<file path="src/rtl/bs_rr_schdlr_if.sv">
// Bus-side signals between the per-driver FIFOs and the round-robin scheduler.
// The scheduler takes the master view; the FIFO side takes the slave view.
interface bs_rr_schdlr_if #(
    parameter int unsigned Drvrs = 6,
    parameter int unsigned Bits  = 32
);
    logic [Drvrs-1:0]      pndng;
    logic [Drvrs*Bits-1:0] D_pop;
    logic [Drvrs-1:0]      full;
    logic [Drvrs-1:0]      pop;
    logic [Drvrs-1:0]      push;
    logic [Bits-1:0]       D_push;
    logic                  busy;
    logic [15:0]           err_cnt;

    modport master (
        input  pndng, D_pop, full,
        output pop, push, D_push, busy, err_cnt
    );

    modport slave (
        output pndng, D_pop, full,
        input  pop, push, D_push, busy, err_cnt
    );
endinterface

</file>
<file path="src/rtl/bs_rr_schdlr.sv">
// Round-robin bus scheduler: grants one driver at a time, pops its FIFO head and
// pushes the packet to the destination FIFO(s) once every target has room.
module bs_rr_schdlr #(
    parameter int unsigned       Drvrs     = 6,
    parameter int unsigned       Bits      = 32,
    parameter int unsigned       IdBits    = 8,
    parameter logic [IdBits-1:0] Broadcast = {IdBits{1'b1}}
) (
    input logic            clk,
    input logic            reset,
    bs_rr_schdlr_if.master bus
);
    localparam int unsigned IdxW = $clog2(Drvrs);

    typedef enum logic [1:0] {StIdle, StPop, StWait, StPush} state_e;

    state_e           state_q, state_d;
    logic [IdxW-1:0]  last_q, last_d;
    logic [IdxW-1:0]  gnt_q, gnt_d;
    logic [Bits-1:0]  data_q, data_d;
    logic [Bits-1:0]  d_push_q, d_push_d;
    logic [Drvrs-1:0] mask_q, mask_d;
    logic [Drvrs-1:0] pop_q, pop_d;
    logic [Drvrs-1:0] push_q, push_d;
    logic             busy_q, busy_d;
    logic [15:0]      err_cnt_q, err_cnt_d;

    logic             rr_found;
    logic [IdxW-1:0]  rr_pick;
    logic [Bits-1:0]  head;
    logic [IdBits-1:0] dest;
    logic [Drvrs-1:0] tgt_mask;

    // First pending driver strictly after the last grant, wrapping around.
    always_comb begin
        int unsigned j;
        j        = 0;
        rr_found = 1'b0;
        rr_pick  = last_q;
        for (int unsigned i = 1; i <= Drvrs; i++) begin
            j = 32'(last_q) + i;
            if (j >= Drvrs) begin
                j = j - Drvrs;
            end
            if (!rr_found && bus.pndng[j]) begin
                rr_found = 1'b1;
                rr_pick  = IdxW'(j);
            end
        end
    end

    assign head = bus.D_pop[Bits*gnt_q +: Bits];
    assign dest = head[Bits-1 -: IdBits];

    // Broadcast excludes the source; a direct ID equal to the source is loopback.
    always_comb begin
        tgt_mask = '0;
        if (dest == Broadcast) begin
            tgt_mask = ~(Drvrs'(1) << gnt_q);
        end else if (32'(dest) < Drvrs) begin
            tgt_mask = Drvrs'(1) << dest;
        end
    end

    always_comb begin
        state_d   = state_q;
        last_d    = last_q;
        gnt_d     = gnt_q;
        data_d    = data_q;
        mask_d    = mask_q;
        pop_d     = '0;
        push_d    = '0;
        d_push_d  = d_push_q;
        err_cnt_d = err_cnt_q;

        unique case (state_q)
            StIdle: begin
                if (rr_found) begin
                    gnt_d   = rr_pick;
                    last_d  = rr_pick;
                    pop_d   = Drvrs'(1) << rr_pick;
                    state_d = StPop;
                end
            end
            StPop: begin
                data_d = head;
                mask_d = tgt_mask;
                if (tgt_mask == '0) begin
                    if (err_cnt_q != 16'hFFFF) begin
                        err_cnt_d = err_cnt_q + 16'd1;
                    end
                    state_d = StIdle;
                end else begin
                    state_d = StWait;
                end
            end
            StWait: begin
                // Holds indefinitely; other requesters are blocked behind this packet.
                if ((mask_q & bus.full) == '0) begin
                    push_d   = mask_q;
                    d_push_d = data_q;
                    state_d  = StPush;
                end
            end
            StPush: begin
                state_d = StIdle;
            end
            default: begin
                state_d = StIdle;
            end
        endcase

        busy_d = (state_d != StIdle);
    end

    always_ff @(posedge clk) begin
        if (reset) begin
            state_q   <= StIdle;
            last_q    <= IdxW'(Drvrs - 1);
            gnt_q     <= '0;
            data_q    <= '0;
            mask_q    <= '0;
            pop_q     <= '0;
            push_q    <= '0;
            d_push_q  <= '0;
            busy_q    <= 1'b0;
            err_cnt_q <= '0;
        end else begin
            state_q   <= state_d;
            last_q    <= last_d;
            gnt_q     <= gnt_d;
            data_q    <= data_d;
            mask_q    <= mask_d;
            pop_q     <= pop_d;
            push_q    <= push_d;
            d_push_q  <= d_push_d;
            busy_q    <= busy_d;
            err_cnt_q <= err_cnt_d;
        end
    end

    assign bus.pop     = pop_q;
    assign bus.push    = push_q;
    assign bus.D_push  = d_push_q;
    assign bus.busy    = busy_q;
    assign bus.err_cnt = err_cnt_q;

    a_pop_onehot : assert property (@(posedge clk) disable iff (reset) $onehot0(pop_q));
    a_pop_push_excl : assert property (@(posedge clk) disable iff (reset)
        !((|pop_q) && (|push_q)));
    a_push_only_in_push : assert property (@(posedge clk) disable iff (reset)
        (|push_q) |-> (state_q == StPush));
endmodule

</file>
<file path="src/flat_wrapper.sv">
// flat-port wrapper written by rule: the top's interface ports become plain ports
module bs_rr_schdlr_flat 
#(
    parameter int unsigned       Drvrs     = 6,
    parameter int unsigned       Bits      = 32,
    parameter int unsigned       IdBits    = 8,
    parameter logic [IdBits-1:0] Broadcast = {IdBits{1'b1}}
)
  (clk, reset, bus_pndng, bus_D_pop, bus_full, bus_pop, bus_push, bus_D_push, bus_busy, bus_err_cnt);
  bs_rr_schdlr_if #(.Drvrs(Drvrs), .Bits(Bits)) bus_i ();
  input logic clk;
  input logic reset;
  input wire logic [$bits(bus_i.pndng)-1:0] bus_pndng;
  input wire logic [$bits(bus_i.D_pop)-1:0] bus_D_pop;
  input wire logic [$bits(bus_i.full)-1:0] bus_full;
  output wire logic [$bits(bus_i.pop)-1:0] bus_pop;
  output wire logic [$bits(bus_i.push)-1:0] bus_push;
  output wire logic [$bits(bus_i.D_push)-1:0] bus_D_push;
  output wire logic [$bits(bus_i.busy)-1:0] bus_busy;
  output wire logic [$bits(bus_i.err_cnt)-1:0] bus_err_cnt;
  assign bus_i.pndng = bus_pndng;
  assign bus_i.D_pop = bus_D_pop;
  assign bus_i.full = bus_full;
  assign bus_pop = bus_i.pop;
  assign bus_push = bus_i.push;
  assign bus_D_push = bus_i.D_push;
  assign bus_busy = bus_i.busy;
  assign bus_err_cnt = bus_i.err_cnt;
  bs_rr_schdlr #(.Drvrs(Drvrs), .Bits(Bits), .IdBits(IdBits), .Broadcast(Broadcast)) u_core (.clk(clk), .reset(reset), .bus(bus_i));
endmodule
</file>
<file path="config.mk">
export PLATFORM = sky130hd
export DESIGN_NAME = bs_rr_schdlr_flat
export DESIGN_NICKNAME = d
export VERILOG_FILES = /design/src/rtl/bs_rr_schdlr_if.sv /design/src/rtl/bs_rr_schdlr.sv /design/src/flat_wrapper.sv
export SDC_FILE = /design/constraint.sdc
export NUM_CORES = 1
export LEC_CHECK = 0
export CAP_MARGIN = 20
export CELL_PAD_IN_SITES_DETAIL_PLACEMENT = 0
export CELL_PAD_IN_SITES_GLOBAL_PLACEMENT = 1
export CORE_ASPECT_RATIO = 1.1
export CORE_MARGIN = 1
export CORE_UTILIZATION = 32
export DETAILED_ROUTE_END_ITERATION = 16
export GPL_TIMING_DRIVEN = 0
export PLACE_DENSITY_LB_ADDON = 0.1
export SLEW_MARGIN = 10
export SYNTH_ARGS = -nofsm -noshare
export SYNTH_HDL_FRONTEND = slang
export SYNTH_SLANG_ARGS = --single-unit
</file>
<file path="constraint.sdc">
create_clock -name clk -period 4.5 [get_ports clk]
set_clock_uncertainty 0.1 [all_clocks]
set_input_delay 0.9 -clock clk [delete_from_list [all_inputs] [get_ports clk]]
set_output_delay 0.9 -clock clk [all_outputs]
set_load 0.005 [all_outputs]
</file>
==> reports/metrics.yaml <==
syn_inst: 697
drtIter0Drc: 322
min_period_ns: 4.10
power.share.combinational_pct: 57.3
nFillCells: 1923
finalCritPeriodShare_pct: 91.2
grt_pass1_vias: 6351
dr_total_vias: 6435
die_h_um: 153
wire_per_inst_um: 19.2
synth-edff-count: 0
relSlewSlack_pct: 44.6
max_freq_mhz: 244
finalSetupViolations: 0
num_rows: 54
dr.pass1.iters: 4
drc: 0
dieArea_um2: 21300
rsz0062_at_grt: "false"
grt-busiest-layer: "met2"
cp_max_fo: 16
ir_worst_vdd_mv: 0.213
gr-total-overflow: 0
routed_wl_um: 23600
setup_tns_ns: 0
finalMaxSlewViolations: 0
net-switching-power_mw: 1.97
drtAntennaViolNets: 0
met3_usage_pct: 5.23
cts_setup_buffers: 0
chipWidth_um: 139
arrival_ns: 4.22
synth_cell_types: 79
critPathMostFrequentCell: "buf_2"
grt_max_degree: 18
cp-end-kind: "register"
cp_cell_sequence: "buf_2 > buf_4 > inv_2 > ha_1 > clkbuf_1 > buf_2 > a21oi_1 > o2bb2ai_1 > nand2_1 > or3_1 > or4b_4 > a21oi_2 > a22oi_1"
cp_slowest_cell: "or4b_4"
critPathMaxStageDelay_ns: 0.51
clk_pin_slew_ns: 0.07
grtUsageMet1_pct: 28.5
clk_path_buf_depth: 2
core_um2: 20100
p_seq_share_pct: 25.4
boundaryPins: 267
clock_latency_ns: 0.35
p_leak_nw: 3.67
power_density_nw_per_um2: 480
worst_pin_slew_ns: 0.831
cap_violations: 0
grtUsageMet2_pct: 37.6
cts_tree: "yes"
syn_nets: 915
port_buffers: 265
ys_async_sr_fraction_pct: 0
grt_pass1_wl_um: 36300
ys_seq_area_share_pct: 32.0
area_growth_pct: 49.4
antennaDiodeCount: 0
ys_seq_elements: 106
cts_resized: 0
root_buffer: "clkbuf_16"
syn-mean-instance-area_um2: 9.53
critPathKind: "register to register"
htreeDepth: 3
startpoint_type: "register"
start_util_pct: 33.1
ys_warn_count: 0
outcome: "completed"
clkPwrFrac_pct: 17.3
ys.flop_type: "dfxtp_1"
p_int_mw: 2.79
hold_path.class: "register to register"
cts-hold-fix-buffers: 0
final-hold-violation-count: 0
syn-cell-area_um2: 6640
cts_buffers: 9
globalplace.congestion: 0.845
p_sw_share_pct: 41.4
required_ns: 4.62
holdWs_ns: 0.386
dp_hpwl_um: 19200
clock_sinks: 106
layout.nets: 1191
avgViaCountPerCell: 5.23
grt.total_usage_pct: 22.3
drive_above_1_share_pct: 12.0
grt_antenna_before_repair: 0
==> state kept, by name, indices dropped and copies added, names as in the netlist, 3 cells and up <==
signal	cells
u_core.mask_q	6
u_core.data_q	32
u_core.bus.D_push	32
u_core.gnt_q	3
u_core.bus.push	6
u_core.bus.pop	6
u_core.bus.err_cnt	16
==> metrics by stage <==
step | area, um2 | setup WS, ns | power [mW] | util, % | instances
finish | 9920 | 0.396 | 4.76 | 49.4 | 1230
CTS | 9920 | 0.349 | 4.79 | 49.4 | 1230
global placement | 9610 | 0.295 | 3.95 | 47.9 | 1214
detailed placement | 9610 | 0.388 | 3.95 | 47.9 | 1214
floorplan | 6640 | 1.16 | 3.12 | - | 697
global route | 9920 | 0.101 | 5.11 | 49.4 | 1230
==> worst max-delay path: cells and delay by family, from the launching register on <==
kind / cells / cell delay (ns)
buf+inv: 5 / 1.26
simple gates: 3 / 1.12
compound gates: 4 / 0.66
flops: 1 / 0.47
fa+ha+maj: 1 / 0.33
==> final timing paths <==
kind | startpoint | to | slack, ns | depth (start not counted)
worst max-delay path | u_core.gnt_q[1] | u_core.last_q[2] | 0.40 | 13
worst min-delay path | u_core.mask_q[3] | u_core.mask_q[3] | 0.39 | 2
worst max register to register | u_core.gnt_q[1] | u_core.last_q[2] | 0.40 | 13
worst min register to register | u_core.mask_q[3] | u_core.mask_q[3] | 0.39 | 2
==> placed cells by master, fill, tap and decap left out, types with 3 or more instances in the layout <==
master	instances
mux2i_1	48
and4_1	3
nor4b_1	5
buf_2	5
a221oi_1	24
a22oi_1	6
nand2_1	19
a21o_1	4
buf_6	5
or3_1	4
a311oi_1	3
xnor2_1	21
o211ai_1	3
nand3_1	5
mux4_2	32
clkdlybuf4s50_1	265
inv_1	7
nand2b_1	7
clkbuf_16	9
a31oi_1	5
and2_1	13
ha_1	12
nor3_1	40
buf_4	5
nor2b_1	6
nor4_1	6
nor4_2	4
nand3b_1	6
o221ai_1	3
nor2_1	111
clkbuf_1	35
o21ai_0	15
a211oi_1	14
dfxtp_1	106
nand4_1	5
buf_1	6
mux2_2	33
a21oi_1	23
==> cells by family (layout without fill, tap and decap cells) <==
kind of cell             Yosys count  in the layout  share of synthesized area [%]
adder cells (fa/ha/maj)           12             12                           2.26
flip-flops                       106            106                           32.0
AND/OR/NAND/NOR                  249            249                           19.1
buffers and inverters             64            345                           4.56
XOR/XNOR                          22             22                           3.02
multiplexers                     115            115                           24.3
AO/OA/AOI/OAI                    129            129                           14.8
==> power groups by stage <==
| stage | Sequential [mW] | Combinational (mW) | Clock (mW) |
|---|---|---|---|
| after floorplan | 1.20 | 1.93 | 0 |
| after global placement | 1.23 | 2.72 | 0 |
| after detailed placement | 1.23 | 2.72 | 0 |
| after CTS | 1.21 | 2.73 | 0.851 |
| after global routing | 1.23 | 2.99 | 0.889 |
| final | 1.21 | 2.73 | 0.826 |
==> Yosys cell counts, drive strengths merged, types with 4 or more instances <==
library cell,instances,area share (%)
a211oi,14,1.6
a21o,4,0.45
a21oi,24,1.9
a221oi,25,3.4
a22oi,7,0.87
a31oi,5,0.47
and2,14,1.4
buf,21,2.1
clkbuf,34,1.9
dfxtp,106,32
ha,12,2.3
inv,8,0.45
mux2,34,5.8
mux2i,49,7.6
mux4,32,11
nand2,19,1.1
nand2b,7,0.66
nand3,5,0.38
nand3b,6,0.68
nand4,5,0.47
nor2,111,6.3
nor2b,6,0.57
nor3,41,3.2
nor4,10,1.3
nor4b,5,0.66
o211ai,4,0.66
o21ai,17,1.3
or3,5,0.55
xnor2,21,2.8
==> cell type report <==
type / instances / area (um2) / area share, %
plain buffers: 55 / 269 / 2.71
clock buffers: 12 / 256 / 2.59
clock inverters: 4 / 57.6 / 0.580
inverters: 9 / 33.8 / 0.340
multi-input cells: 527 / 4220 / 42.5
flip-flops and latches: 106 / 2120 / 21.4
well taps: 252 / 315 / 3.18
repair buffers: 265 / 2650 / 26.7
==> routing by layer <==
metal  vias up  part of all wire, %
met5         -                    0
met4         0                  1.6
met2       212                   49
met1      3035                   44
met3        24                  5.6
li1       3164                    -
No activity file was read; power rests on OpenSTA's default activity.
